## src/rtl/lpcm_monitor.sv

```systemverilog
// lpcm_monitor: pin-level receiver for the LPCM interface.
// Rebuilds {sample, latency} items from the en/data pins. An item is held
// until the next en (or a flush) closes its idle gap, and then it is queued
// in a small FIFO that drains over a valid/ready response port.
// Optional build macro: LPCM_MONITOR_STATS_EN adds the stat_count and
// stat_max_lat outputs.
module lpcm_monitor #(
    parameter int SAMPLE_W   = 24,
    parameter int LAT_W      = 8,
    parameter int FIFO_DEPTH = 4
) (
    input  logic                clk,
    input  logic                resetb,
    input  logic                en,
    input  logic [SAMPLE_W-1:0] data,
    input  logic                flush,
    input  logic                rsp_ready,
    output logic                rsp_en,
    output logic [SAMPLE_W-1:0] rsp_sample,
    output logic [LAT_W-1:0]    rsp_latency,
    output logic                overflow
`ifdef LPCM_MONITOR_STATS_EN
    ,
    output logic [31:0]         stat_count,
    output logic [LAT_W-1:0]    stat_max_lat
`endif
);

    localparam int PTR_W = $clog2(FIFO_DEPTH);
    localparam int CNT_W = PTR_W + 1;

    typedef struct packed {
        logic [SAMPLE_W-1:0] sample;
        logic [LAT_W-1:0]    latency;
    } item_t;

    typedef enum logic {EMPTY, HOLD} state_t;

    state_t              state_q, state_d;
    logic [SAMPLE_W-1:0] hold_q, hold_d;
    logic [LAT_W-1:0]    gap_q, gap_d;
    logic                push;
    item_t               push_item;

    item_t               mem [FIFO_DEPTH];
    logic [PTR_W-1:0]    wr_ptr, rd_ptr;
    logic [CNT_W-1:0]    count;
    logic                full, pop, accept;
    item_t               head;

    // Item builder state: held sample, its running idle gap, and FSM state.
    always_ff @(posedge clk or negedge resetb) begin
        if (!resetb) begin
            state_q <= EMPTY;
            hold_q  <= '0;
            gap_q   <= '0;
        end else begin
            state_q <= state_d;
            hold_q  <= hold_d;
            gap_q   <= gap_d;
        end
    end

    // Next-state logic: en closes the held item (and has priority over flush);
    // flush closes it using the gap counted so far.
    always_comb begin
        state_d   = state_q;
        hold_d    = hold_q;
        gap_d     = gap_q;
        push      = 1'b0;
        push_item = '{sample: hold_q, latency: gap_q};
        case (state_q)
            EMPTY: begin
                if (en) begin
                    hold_d  = data;
                    gap_d   = '0;
                    state_d = HOLD;
                end
            end
            HOLD: begin
                if (en) begin
                    push   = 1'b1;
                    hold_d = data;
                    gap_d  = '0;
                end else begin
                    // Saturate rather than wrap so long gaps read as "max".
                    if (gap_q != '1) gap_d = gap_q + LAT_W'(1);
                    if (flush) begin
                        push    = 1'b1;
                        state_d = EMPTY;
                    end
                end
            end
            default: state_d = EMPTY;
        endcase
    end

    // A push into a full FIFO still lands when the head leaves in the same
    // cycle: the freed slot is the one wr_ptr points at.
    assign full   = (count == CNT_W'(FIFO_DEPTH));
    assign pop    = rsp_en && rsp_ready;
    assign accept = push && (!full || pop);

    // FIFO pointers, occupancy and the sticky drop flag.
    always_ff @(posedge clk or negedge resetb) begin
        if (!resetb) begin
            wr_ptr   <= '0;
            rd_ptr   <= '0;
            count    <= '0;
            overflow <= 1'b0;
        end else begin
            if (accept) wr_ptr <= wr_ptr + PTR_W'(1);
            if (pop)    rd_ptr <= rd_ptr + PTR_W'(1);
            case ({accept, pop})
                2'b10:   count <= count + CNT_W'(1);
                2'b01:   count <= count - CNT_W'(1);
                default: count <= count;
            endcase
            if (push && full && !pop) overflow <= 1'b1;
        end
    end

    // Item storage; contents are only observed through the count-gated head.
    always_ff @(posedge clk) begin
        if (accept) mem[wr_ptr] <= push_item;
    end

    assign head        = mem[rd_ptr];
    assign rsp_en      = (count != '0);
    assign rsp_sample  = rsp_en ? head.sample  : '0;
    assign rsp_latency = rsp_en ? head.latency : '0;

`ifdef LPCM_MONITOR_STATS_EN
    // Accepted-item count and worst latency seen; dropped items are excluded.
    always_ff @(posedge clk or negedge resetb) begin
        if (!resetb) begin
            stat_count   <= '0;
            stat_max_lat <= '0;
        end else if (accept) begin
            stat_count <= stat_count + 32'd1;
            if (push_item.latency > stat_max_lat) stat_max_lat <= push_item.latency;
        end
    end
`endif

endmodule

```

## config.mk

```make
export PLATFORM = sky130hd
export DESIGN_NAME = lpcm_monitor
export DESIGN_NICKNAME = d
export VERILOG_FILES = /design/src/rtl/lpcm_monitor.sv
export SDC_FILE = /design/constraint.sdc
export NUM_CORES = 1
export LEC_CHECK = 0
export ABC_AREA = 1
export BUFFER_PORTS_ARGS = -buffer_cell sky130_fd_sc_hd__buf_2
export CAP_MARGIN = 20
export CORE_MARGIN = 1
export CORE_UTILIZATION = 50
export CTS_CLUSTER_DIAMETER = 100
export DETAILED_ROUTE_END_ITERATION = 10
export GPL_TIMING_DRIVEN = 0
export PLACE_DENSITY = 0.69
export SETUP_SLACK_MARGIN = 0.4
export SLEW_MARGIN = 5
export SYNTH_ARGS = -nofsm -noshare
export SYNTH_HDL_FRONTEND = slang
export SYNTH_SLANG_ARGS = --single-unit
```

## constraint.sdc

```tcl
create_clock -name clk -period 3 [get_ports clk]
set_clock_uncertainty 0.15 [all_clocks]
set_input_delay 0 -clock clk [delete_from_list [all_inputs] [get_ports clk]]
set_output_delay 0 -clock clk [all_outputs]
set_load 0.01 [all_outputs]
```

==> qor.yml, run 1 <==
layout:
  diodes: 0
  syn_to_final_growth_pct: 23.37
  final_nets: 755
  fill_cells: 1035
  mostFrequentLayoutCells: "143 x nor2_1, 128 x edfxtp_1, 88 x nand2_1, 73 x buf_2, 41 x dfrtp_1"
  final_common_cell: "nor2_1"
  drive_gt1_frac: 0.1814
  layout.cells.non_filler: 909
pwr:
  power_frac_seq: 0.394
  finalPower_mw: 8.179
  intPower_mw: 5.364
  p_switching_mw: 2.815
  swShare: 0.3442
  vdd_ir_drop_max_v: 0.0005863
  power.density_nw_per_um2: 968.8
  power.share.clock: 0.255
  p_leak_nw: 3.390
  comb_power_share: 0.351
logic_synthesis:
  synthDistinctLibCells: 25
  postSynthAreaPerCell_sq_um: 11.40
  ys_ff_latch: 169
  synth-simple-area-share: 0.1509
  synth_adder_area_share: 0.01207
  yosysSeqAreaShare: 0.7116
  synth_top_family_by_area: "simple AND/OR/NAND/NOR gates"
  synth_compound_area_frac: 0.08045
  yosys_warnings: 0
  yosys.area_share.xor_xnor: 0.005120
  postSynthCellCount: 600
  syn_area_sq_um: 6843
  muxShareOfSynthArea: 0
  syn_nets: 635
clock_tree:
  cts_tree: "yes"
  h-tree-depth: 4
  holdBufCountCts: 33
  cts_sinks: 169
  clkTransAtPathRegs_ns: 0.06
  insertion_delay_ns: 0.42
  numCtsBuffers: 17
  cts_buffer_depth: 2
  post_cts_buffers: 0
  cts-resized-gates: 0
  cts_root_buf: "clkbuf_16"
floorplanning:
  die_area_sq_um: 14160
  core_area_sq_um: 13300
  std_cell_rows: 42
  io_pins: 63
  die_height_um: 119.0
  die_x_um: 119.0
  initial_core_util: 0.5147
worst_setup_path:
  critPathBufInv: 3
  end_kind: "flop"
  start_kind: "flop"
  cp_slowest_stage_delay_ns: 0.60
  required_ns: 2.96
  critical-path-top-delay-family: "simple AND/OR/NAND/NOR gates"
  r2r_setup_slack_ns: 0.66
  crit_arrival_ns: 2.30
  crit_chain: "buf_4 > inv_1 > nor2_1 > nand2_1 > nor2_4 > buf_16"
  critical_path_class: "flop to flop"
  slowest_stage: "nor2_4"
  cp_max_fo: 17
placed_design:
  place_congestion: 0.7666
  place_hpwl_mm: 9.458
  place_inst: 842
  portBuffers: 62
sta:
  setup_viol: 0
  drv_slew: 0
  min_period_ns: 2.340
  tightestPinTransition_ns: 0.6237
  whs_ns: 0.1692
  finalCritPeriodShare: 0.7800
  max_freq_ghz: 0.4273
  max_slew_margin: 0.5832
  rsz0062_at_grt: "false"
  hold_violations: 0
drt:
  drc: 0
  drt_first_pass_iters: 5
  drt_wl_total_mm: 15.20
  drt_iter0_markers: 311
  wl_per_cell_um: 16.72
  vias: 4740
  avgViaCountPerCell: 5.215
  detail-route-antenna-nets: 0
global_route:
  grt_overflow: 0
  first_global_vias: 4729
  antenna_found_initial: 0
  grt_pass1_wl_mm: 24.21
  grt_use_total: 0.2300
  grt_start_max_net_pins: 42
run:
  maxCapViolCount: 0
outcome:
  outcome: "completed"
min_path:
  min_path_type: "input port to flop"
final timing paths:
check | startpoint | end | cells past startpoint
max in group asynchronous | resetb | hold_q[11] | 4
min in group asynchronous | resetb | count[1] | 3
max reg2reg | state_q | mem[1][23] | 6
min | data[14] | hold_q[14] | 4
max | state_q | mem[1][23] | 6
min reg2reg | count[0] | count[0] | 1
cell usage after synthesis:
library cell / count / share of area
a21oi_1: 36 / 0.026
buf_2: 11 / 0.0080
buf_4: 4 / 0.0044
buf_6: 5 / 0.0082
clkbuf_1: 8 / 0.0044
clkbuf_2: 3 / 0.0022
dfrtp_1: 41 / 0.15
edfxtp_1: 128 / 0.56
fa_1: 1 / 0.0029
ha_1: 5 / 0.0091
inv_1: 21 / 0.012
inv_2: 2 / 0.0011
nand2_1: 88 / 0.048
nand2_2: 5 / 0.0046
nand2_4: 1 / 0.0016
nand3_1: 9 / 0.0066
nand3_2: 2 / 0.0029
nand4_1: 5 / 0.0046
nor2_1: 147 / 0.081
nor2_4: 1 / 0.0016
o21a_1: 1 / 0.0011
o21ai_0: 34 / 0.025
o21ai_1: 37 / 0.027
o21bai_1: 1 / 0.0011
xor2_1: 4 / 0.0051
registers in the layout, indices dropped and copies added, names as in the netlist:
name / count
mem: 128
hold_q: 24
gap_q: 8
count: 3
rd_ptr: 2
wr_ptr: 2
overflow: 1
state_q: 1
routing by layer:
| metal | track usage | up-vias | part of all wire |
|---|---|---|---|
| met5 | 0 | - | 0 |
| met4 | 0.08940 | 0 | 0.020 |
| met3 | 0.03831 | 32 | 0.049 |
| met2 | 0.3961 | 148 | 0.52 |
| met1 | 0.2904 | 2282 | 0.41 |
| li1 | - | 2278 | - |
worst reg2reg max path: cells and delay by family (launching register included):
| kind | cells | cell delay, ns |
|---|---|---|
| flip-flops | 1 | 0.33 |
| AND/OR/NAND/NOR | 3 | 1.07 |
| buffers and inverters | 3 | 0.49 |
power by group through the flow:
| stage | clock [mW] | combinational [mW] | sequential [mW] |
|---|---|---|---|
| 2_1_floorplan | 0 | 1.73 | 3.23 |
| 3_3_place_gp | 0 | 2.64 | 3.27 |
| 3_5_place_dp | 0 | 2.84 | 3.26 |
| 4_1_cts | 2.10 | 2.90 | 3.22 |
| 5_1_grt | 2.20 | 3.20 | 3.26 |
| 6_report | 2.09 | 2.87 | 3.22 |
cell type report:
cell class | instances | area, sq um | share of cell area
buffer | 31 | 186.4 | 0.02208
inverter | 23 | 86.33 | 0.01023
clock buffer | 23 | 467.9 | 0.05543
clock inverter | 9 | 100.1 | 0.01186
multi-input combinational | 377 | 1730 | 0.2050
sequential | 169 | 4870 | 0.5768
timing repair buffer | 101 | 780.7 | 0.09249
tap | 176 | 220.2 | 0.02609
logic make-up (layout without fill, tap and decap cells):
family,count (synthesis),after routing
buffers and inverters,54,187
AO/OA/AOI/OAI,109,109
flip-flops,169,169
AND/OR/NAND/NOR,258,258
adder cells (fa/ha/maj),6,6
XOR/XNOR,4,4
metrics by stage:
step / setup WS [ns] / utilization / cell area, sq um / TNS (ns)
after global routing: 0.4665 / 0.6350 / 8442 / 0
after floorplan: 0.2693 / - / 6843 / 0
after global placement: -0.9125 / 0.5546 / 7373 / -110.48
after detailed placement: 0.6892 / 0.5651 / 7513 / 0
final: 0.6600 / 0.6350 / 8442 / 0
after CTS: 0.6560 / 0.6327 / 8412 / 0
Note: power is estimated with default switching activity, not from simulation.
==> run 2, diff against run 1 <==
==> constraint.sdc (replaced) <==
create_clock -name clk -period 2.3 [get_ports clk]
set_clock_uncertainty 0.15 [all_clocks]
set_input_delay 0 -clock clk [delete_from_list [all_inputs] [get_ports clk]]
set_output_delay 0 -clock clk [all_outputs]
set_load 0.01 [all_outputs]
==> run 2 against run 1 <==
- critical path depth rose by 3
- final cell count up 2.3%
- utilization rose by 4.3 points
==> qor.yml, run 2 (synthesized netlist as in run 1, its figures left out) <==
floorplanning:
  io_pins: 63  # unchanged
  die_x_um: 119.0  # unchanged
  std_cell_rows: 42  # unchanged
  die_height_um: 119.0  # unchanged
  core_area_sq_um: 13300  # unchanged
  initial_core_util: 0.5147  # unchanged
  die_area_sq_um: 14160  # unchanged
outcome:
  outcome: "completed"
layout:
  diodes: 0  # unchanged
  top_regs: "mem: 128 flops, hold_q: 24 flops, gap_q: 8 flops"
  largest_register_ffs: 128  # unchanged
  syn_to_final_growth_pct: 31.82
  final_common_cell: "edfxtp_1"
  final_nets: 776  # +2.8%
  regArea_sq_um: 4871  # about the same
  post-route-cell-area_sq_um: 9020  # +6.8%
  fill_cells: 962  # -7.1%
  drive_gt1_frac: 0.2560  # +0.07452
  multi_input_area_sq_um: 1891  # +9.3%
  largest_register: "mem"
  layout.cells.non_filler: 930  # +2.3%
  utilization: 0.6784  # +0.04348
  mostFrequentLayoutCells: "128 x edfxtp_1, 126 x nor2_1, 87 x nand2_1, 66 x buf_2, 46 x o21ai_1"
sta:
  setup_tns_ns: 0  # unchanged
  hold_violations: 0  # unchanged
  drv_slew: 0  # unchanged
  rsz0062_at_grt: "true"
  finalCritPeriodShare: 0.8724
  finalWorstSetupSlack_ns: 0.2935  # -0.3665 ns
  setup_viol: 0  # unchanged
  whs_ns: 0.1512  # -0.01808 ns
  min_period_ns: 2.007
  tightestPinTransition_ns: 0.6255  # +0.001732 ns
  max_freq_ghz: 0.4984
  max_slew_margin: 0.5830  # about the same
clock_tree:
  cts_sinks: 169  # unchanged
  h-tree-depth: 4  # unchanged
  insertion_delay_ns: 0.43  # about the same
  cts_root_buf: "clkbuf_16"
  clkTransAtPathRegs_ns: 0.06  # about the same
  numCtsBuffers: 17  # unchanged
  cts_buffer_depth: 2  # unchanged
  cts_tree: "yes"
global_route:
  grt_use_total: 0.2643  # +0.03434
  grt_pass1_wl_mm: 27.25  # +13%
  grt_start_max_net_pins: 42  # unchanged
  first_global_vias: 4987  # +5.5%
  grt_overflow: 0  # unchanged
  antenna_found_initial: 0  # unchanged
pwr:
  p_switching_mw: 4.197  # +49%
  intPower_mw: 7.874  # +47%
  power.density_nw_per_um2: 1338  # +38%
  comb_power_share: 0.392  # +0.041
  vdd_ir_drop_max_v: 0.0006501  # +11%
  power_frac_seq: 0.351  # -0.043
  finalPower_mw: 12.07  # +48%
  power.share.clock: 0.257  # +0.002
  swShare: 0.3477  # +0.003540
  p_leak_nw: 3.606  # +6.4%
worst_setup_path:
  critical-path-top-delay-family: "buffers and inverters"
  cpMostUsedCell: "buf_12"
  crit_cells: 9  # +3
  end_kind: "primary output"
  crit_chain: "buf_6 > buf_12 > buf_8 > buf_12 > nor2_2 > nor2_1 > o21ai_1 > a21oi_1 > buf_2"
  r2r_start: "state_q"
  required_ns: 2.15  # -0.81 ns
  critPathBufInv: 5  # +2
  worstRegToRegCells: 6  # unchanged
  cp_max_fo: 8  # -9
  crit_arrival_ns: 1.86  # -0.44 ns
  reg2reg_to: "mem[3][30]"
  r2r_setup_slack_ns: 0.49  # -0.17 ns
  slowest_stage: "dfrtp_2"
  critical_path_class: "flop to primary output"
  start_kind: "flop"
  crit_start: "rd_ptr[0]"
  cp_slowest_stage_delay_ns: 0.45  # -0.15 ns
placed_design:
  placed_cell_area_sq_um: 7408  # -1.4%
  place_hpwl_mm: 9.120  # -3.6%
  place_inst: 838  # -0.48%
  portBuffers: 62  # unchanged
  dpl_worst_slack_ns: -0.07332  # -0.7625 ns
  place_congestion: 0.7751  # +1.1%
drt:
  avgViaCountPerCell: 5.440  # +4.3%
  vias: 5059  # +6.7%
  detail-route-antenna-nets: 0  # unchanged
  drc: 0  # unchanged
  wl_per_cell_um: 18.94  # +13%
  drt_iter0_markers: 541  # +74%
  drt_wl_total_mm: 17.61  # +16%
  drt_first_pass_iters: 5  # unchanged
min_path:
  min_from: "data[14]"
  hold_depth: 4  # unchanged
  hold_path_end: "hold_q[14]"
  min_path_type: "input port to flop"
run:
  maxCapViolCount: 0  # unchanged
-- run 2: changes by cell type in the layout (fill, tap and decap cells not counted), moves of 4 or more --
cell      before  now
nor2_2         0   13
buf_8          0    4
clkbuf_1      12    3
o21ai_0       34   22
a21oi_2        0    9
nor2_1       143  126
o21ai_1       37   46
a21oi_1       36   27
nor2_4         5   13
buf_4          4   14
buf_12         1   11
buf_2         73   66
-- run 2: layout make-up --
class / instances / area share
repair buffers: 118 / 0.1079
well taps: 176 / 0.02441
inverters: 23 / 0.009849
flip-flops and latches: 169 / 0.5400
plain buffers: 31 / 0.03704
clock inverters: 14 / 0.02247
multi-input cells: 381 / 0.2096
clock buffers: 18 / 0.04869
-- run 2: worst max-delay path by stage --
| stage | end | slack (ns) |
|---|---|---|
| 2_1_floorplan | mem[0][0] | 0.41 |
| 3_3_place_gp | mem[3][17] | -0.03 |
| 3_5_place_dp | mem[0][17] | -0.07 |
| 4_1_cts | rsp_sample[11] | 0.26 |
| 5_1_grt | rsp_sample[1] | 0.20 |
| 6_report | rsp_sample[15] | 0.29 |
-- run 2: metal layers --
metal	global-route usage	wire length [um]	vias up
li1	-	-	2327
met1	0.3333	6955	2455
met2	0.4488	9066	233
met3	0.04262	1132	44
met4	0.1203	457	0
met5	0	0	-
-- run 2: what timing repair did --
| item | CTS | global route |
|---|---|---|
| endpoints found under the hold margin | 76 | 16 |
| hold buffers | 32 | 1 |
| setup buffers | 18 | 1 |
| cloned | 7 | 0 |
| resized for setup | 48 | 51 |
| setup endpoints to repair | 160 | 33 |
| pin swaps | 13 | 21 |
-- run 2: power by group through the flow --
| stage | Clock [mW] | Combinational (mW) | Sequential [mW] |
|---|---|---|---|
| 2_1_floorplan | 0 | 2.29 | 4.20 |
| 3_3_place_gp | 0 | 3.49 | 4.24 |
| 3_5_place_dp | 0 | 3.59 | 4.28 |
| 4_1_cts | 3.10 | 4.47 | 4.21 |
| 5_1_grt | 3.24 | 5.10 | 4.29 |
| 6_report | 3.10 | 4.73 | 4.24 |
-- run 2: worst register-to-register path: stages, from the launching register on --
cell	delay (ns)
dfrtp_1	0.34
buf_4	0.17
inv_1	0.07
nor2_2	0.17
nand2_4	0.21
nor2_4	0.21
buf_4	0.19
==> run 3, diff against run 2 <==
--- a/config.mk
+++ b/config.mk
@@ -13,7 +13,7 @@
 export CTS_CLUSTER_DIAMETER = 100
 export DETAILED_ROUTE_END_ITERATION = 10
 export GPL_TIMING_DRIVEN = 0
-export PLACE_DENSITY = 0.69
+export PLACE_DENSITY_LB_ADDON = 0.25
 export SETUP_SLACK_MARGIN = 0.4
 export SLEW_MARGIN = 5
 export SYNTH_ARGS = -nofsm -noshare
==> run 3 against run 2 <==
- fmax shrank 0.53%
- clock power is essentially flat
- design area is essentially flat
- first-iteration DRC count shrank 12%
- sequential power is essentially flat
- largest cell class unchanged
- largest power group unchanged
- highest routed layer unchanged
==> qor.yml, run 3 (synthesized netlist as in run 1, its figures left out) <==
pwr:
  p_switching_mw: 4.110  # -2.1%
  p_leak_nw: 3.629  # +0.63%
  power.density_nw_per_um2: 1334  # -0.32%
  finalPower_mw: 12.02  # -0.40%
  intPower_mw: 7.913  # +0.49%
  power_frac_seq: 0.351  # about the same
  power.share.clock: 0.258  # about the same
  swShare: 0.3418  # -0.005879
  comb_power_share: 0.391  # about the same
  vdd_ir_drop_max_v: 0.0006557  # +0.86%
drt:
  drt_first_pass_iters: 5  # unchanged
  drt_wl_total_mm: 17.00  # -3.5%
  wl_per_cell_um: 18.17  # -4.1%
  detail-route-antenna-nets: 0  # unchanged
  drc: 0  # unchanged
  avgViaCountPerCell: 5.358  # -1.5%
  vias: 5015  # -0.87%
  drt_iter0_markers: 475  # -12%
clock_tree:
  numCtsBuffers: 17  # unchanged
  insertion_delay_ns: 0.42  # about the same
  clkTransAtPathRegs_ns: 0.06  # about the same
  h-tree-depth: 4  # unchanged
  cts_tree: "yes"
  cts_buffer_depth: 2  # unchanged
  cts_root_buf: "clkbuf_16"
  cts_sinks: 169  # unchanged
sta:
  setup_viol: 0  # unchanged
  finalCritPeriodShare: 0.8770  # +0.004654
  drv_slew: 0  # unchanged
  max_slew_margin: 0.5971  # +0.01409
  rsz0062_at_grt: "true"
  min_period_ns: 2.017  # +0.01070 ns
  hold_violations: 0  # unchanged
  max_freq_ghz: 0.4957  # -0.53%
  tightestPinTransition_ns: 0.6043  # -0.02114 ns
global_route:
  grt_use_total: 0.2514  # -0.01286
  grtUsageMet2: 0.4219  # -0.02689
  grt_overflow: 0  # unchanged
  first_global_vias: 5014  # +0.54%
  grt_start_max_net_pins: 42  # unchanged
  met1_usage: 0.3182  # -0.01518
  antenna_found_initial: 1  # +1
  met3_usage: 0.04550  # +0.002874
  top_usage_layer: "met2"
  grt_pass1_wl_mm: 26.13  # -4.1%
floorplanning:
  die_height_um: 119.0  # unchanged
  initial_core_util: 0.5147  # unchanged
  core_area_sq_um: 13300  # unchanged
  die_x_um: 119.0  # unchanged
  std_cell_rows: 42  # unchanged
  die_area_sq_um: 14160  # unchanged
  io_pins: 63  # unchanged
placed_design:
  place_hpwl_mm: 8.928  # -2.1%
  portBuffers: 62  # unchanged
  place_inst: 838  # unchanged
  place_congestion: 0.7865  # +1.5%
layout:
  top_regs: "mem: 128 flops, hold_q: 24 flops, gap_q: 8 flops"
  mostFrequentLayoutCells: "129 x nor2_1, 128 x edfxtp_1, 87 x nand2_1, 65 x buf_2, 48 x o21ai_1"
  regArea_sq_um: 4870  # about the same
  utilization: 0.6779  # about the same
  drive_gt1_frac: 0.2556  # -0.0003687
  multi_input_area_sq_um: 1878  # -0.66%
  final_nets: 781  # +0.64%
  largest_register_ffs: 128  # unchanged
  layout.cells.non_filler: 936  # +0.65%
  final_common_cell: "nor2_1"
  syn_to_final_growth_pct: 31.71  # about the same
  largest_register: "mem"
  fill_cells: 920  # -4.4%
worst_setup_path:
  end_kind: "primary output"
  critical_path_class: "flop to primary output"
  r2r_setup_slack_ns: 0.50  # about the same
  start_kind: "flop"
  crit_arrival_ns: 1.87  # about the same
  cp_max_fo: 10  # +2
  required_ns: 2.15  # about the same
outcome:
  outcome: "completed"
min_path:
  min_path_type: "input port to flop"
run:
  maxCapViolCount: 0  # unchanged
-- run 3: routing by layer --
layer,vias up,wire length (um)
li1,2338,-
met1,2428,6891
met2,212,8440
met3,37,1176
met4,0,494
met5,-,0
-- run 3: area by class of cell --
class,count,share of cell area
timing repair buffer,123,0.1131
buffer,31,0.03138
tap,176,0.02443
sequential,169,0.5403
inverter,23,0.009579
clock inverter,11,0.02138
antenna,1,0.0002777
multi-input combinational,381,0.2084
clock buffer,21,0.05109
-- run 3: critical path, stage by stage, from the launching register on --
cell and delay [ns]:
dfrtp_1 0.39, buf_6 0.14, buf_12 0.15, buf_6 0.16
nor2_1 0.06, nor2_1 0.07, o21ai_1 0.10, a21oi_2 0.21
buf_2 0.17
-- run 3: metrics by stage --
stage	hold WS [ns]	instance area, sq um	setup TNS (ns)	setup slack (ns)
after floorplan	-0.4456	6878	0	0.4057
after global placement	0.05032	7408	-1.148	-0.01715
after detailed placement	0.06140	7408	-4.383	-0.05915
after CTS	0.1594	8820	0	0.3067
after global routing	0.1873	9012	0	0.2353
final	0.1582	9012	0	0.2828
-- run 3: repair_timing --
item                       4_1_cts  5_1_grt
buffers inserted                21        1
hold buffers                    33        1
hold endpoints to repair        76        7
resized for setup               41       41
setup endpoints to repair      160      161
cloned                           6        2
pin swaps                       17       29
-- run 3: path summary, 6_finish.rpt --
| path | depth (start not counted) | endpoint | startpoint |
|---|---|---|---|
| min in group asynchronous | 3 | hold_q[15] | resetb |
| hold / removal | 4 | hold_q[15] | data[15] |
| max in group asynchronous | 4 | hold_q[7] | resetb |
| hold reg to reg | 2 | count[2] | count[2] |
| setup / recovery | 8 | rsp_sample[21] | rd_ptr[0] |
| setup reg to reg | 6 | mem[1][26] | state_q |
-- run 3: power by group through the flow --
stage	sequential, mW	clock [mW]	combinational (mW)
after detailed placement	4.27	0	3.58
after floorplan	4.20	0	2.29
after global routing	4.27	3.25	5.10
after CTS	4.20	3.13	4.38
after global placement	4.23	0	3.49
final	4.22	3.11	4.70
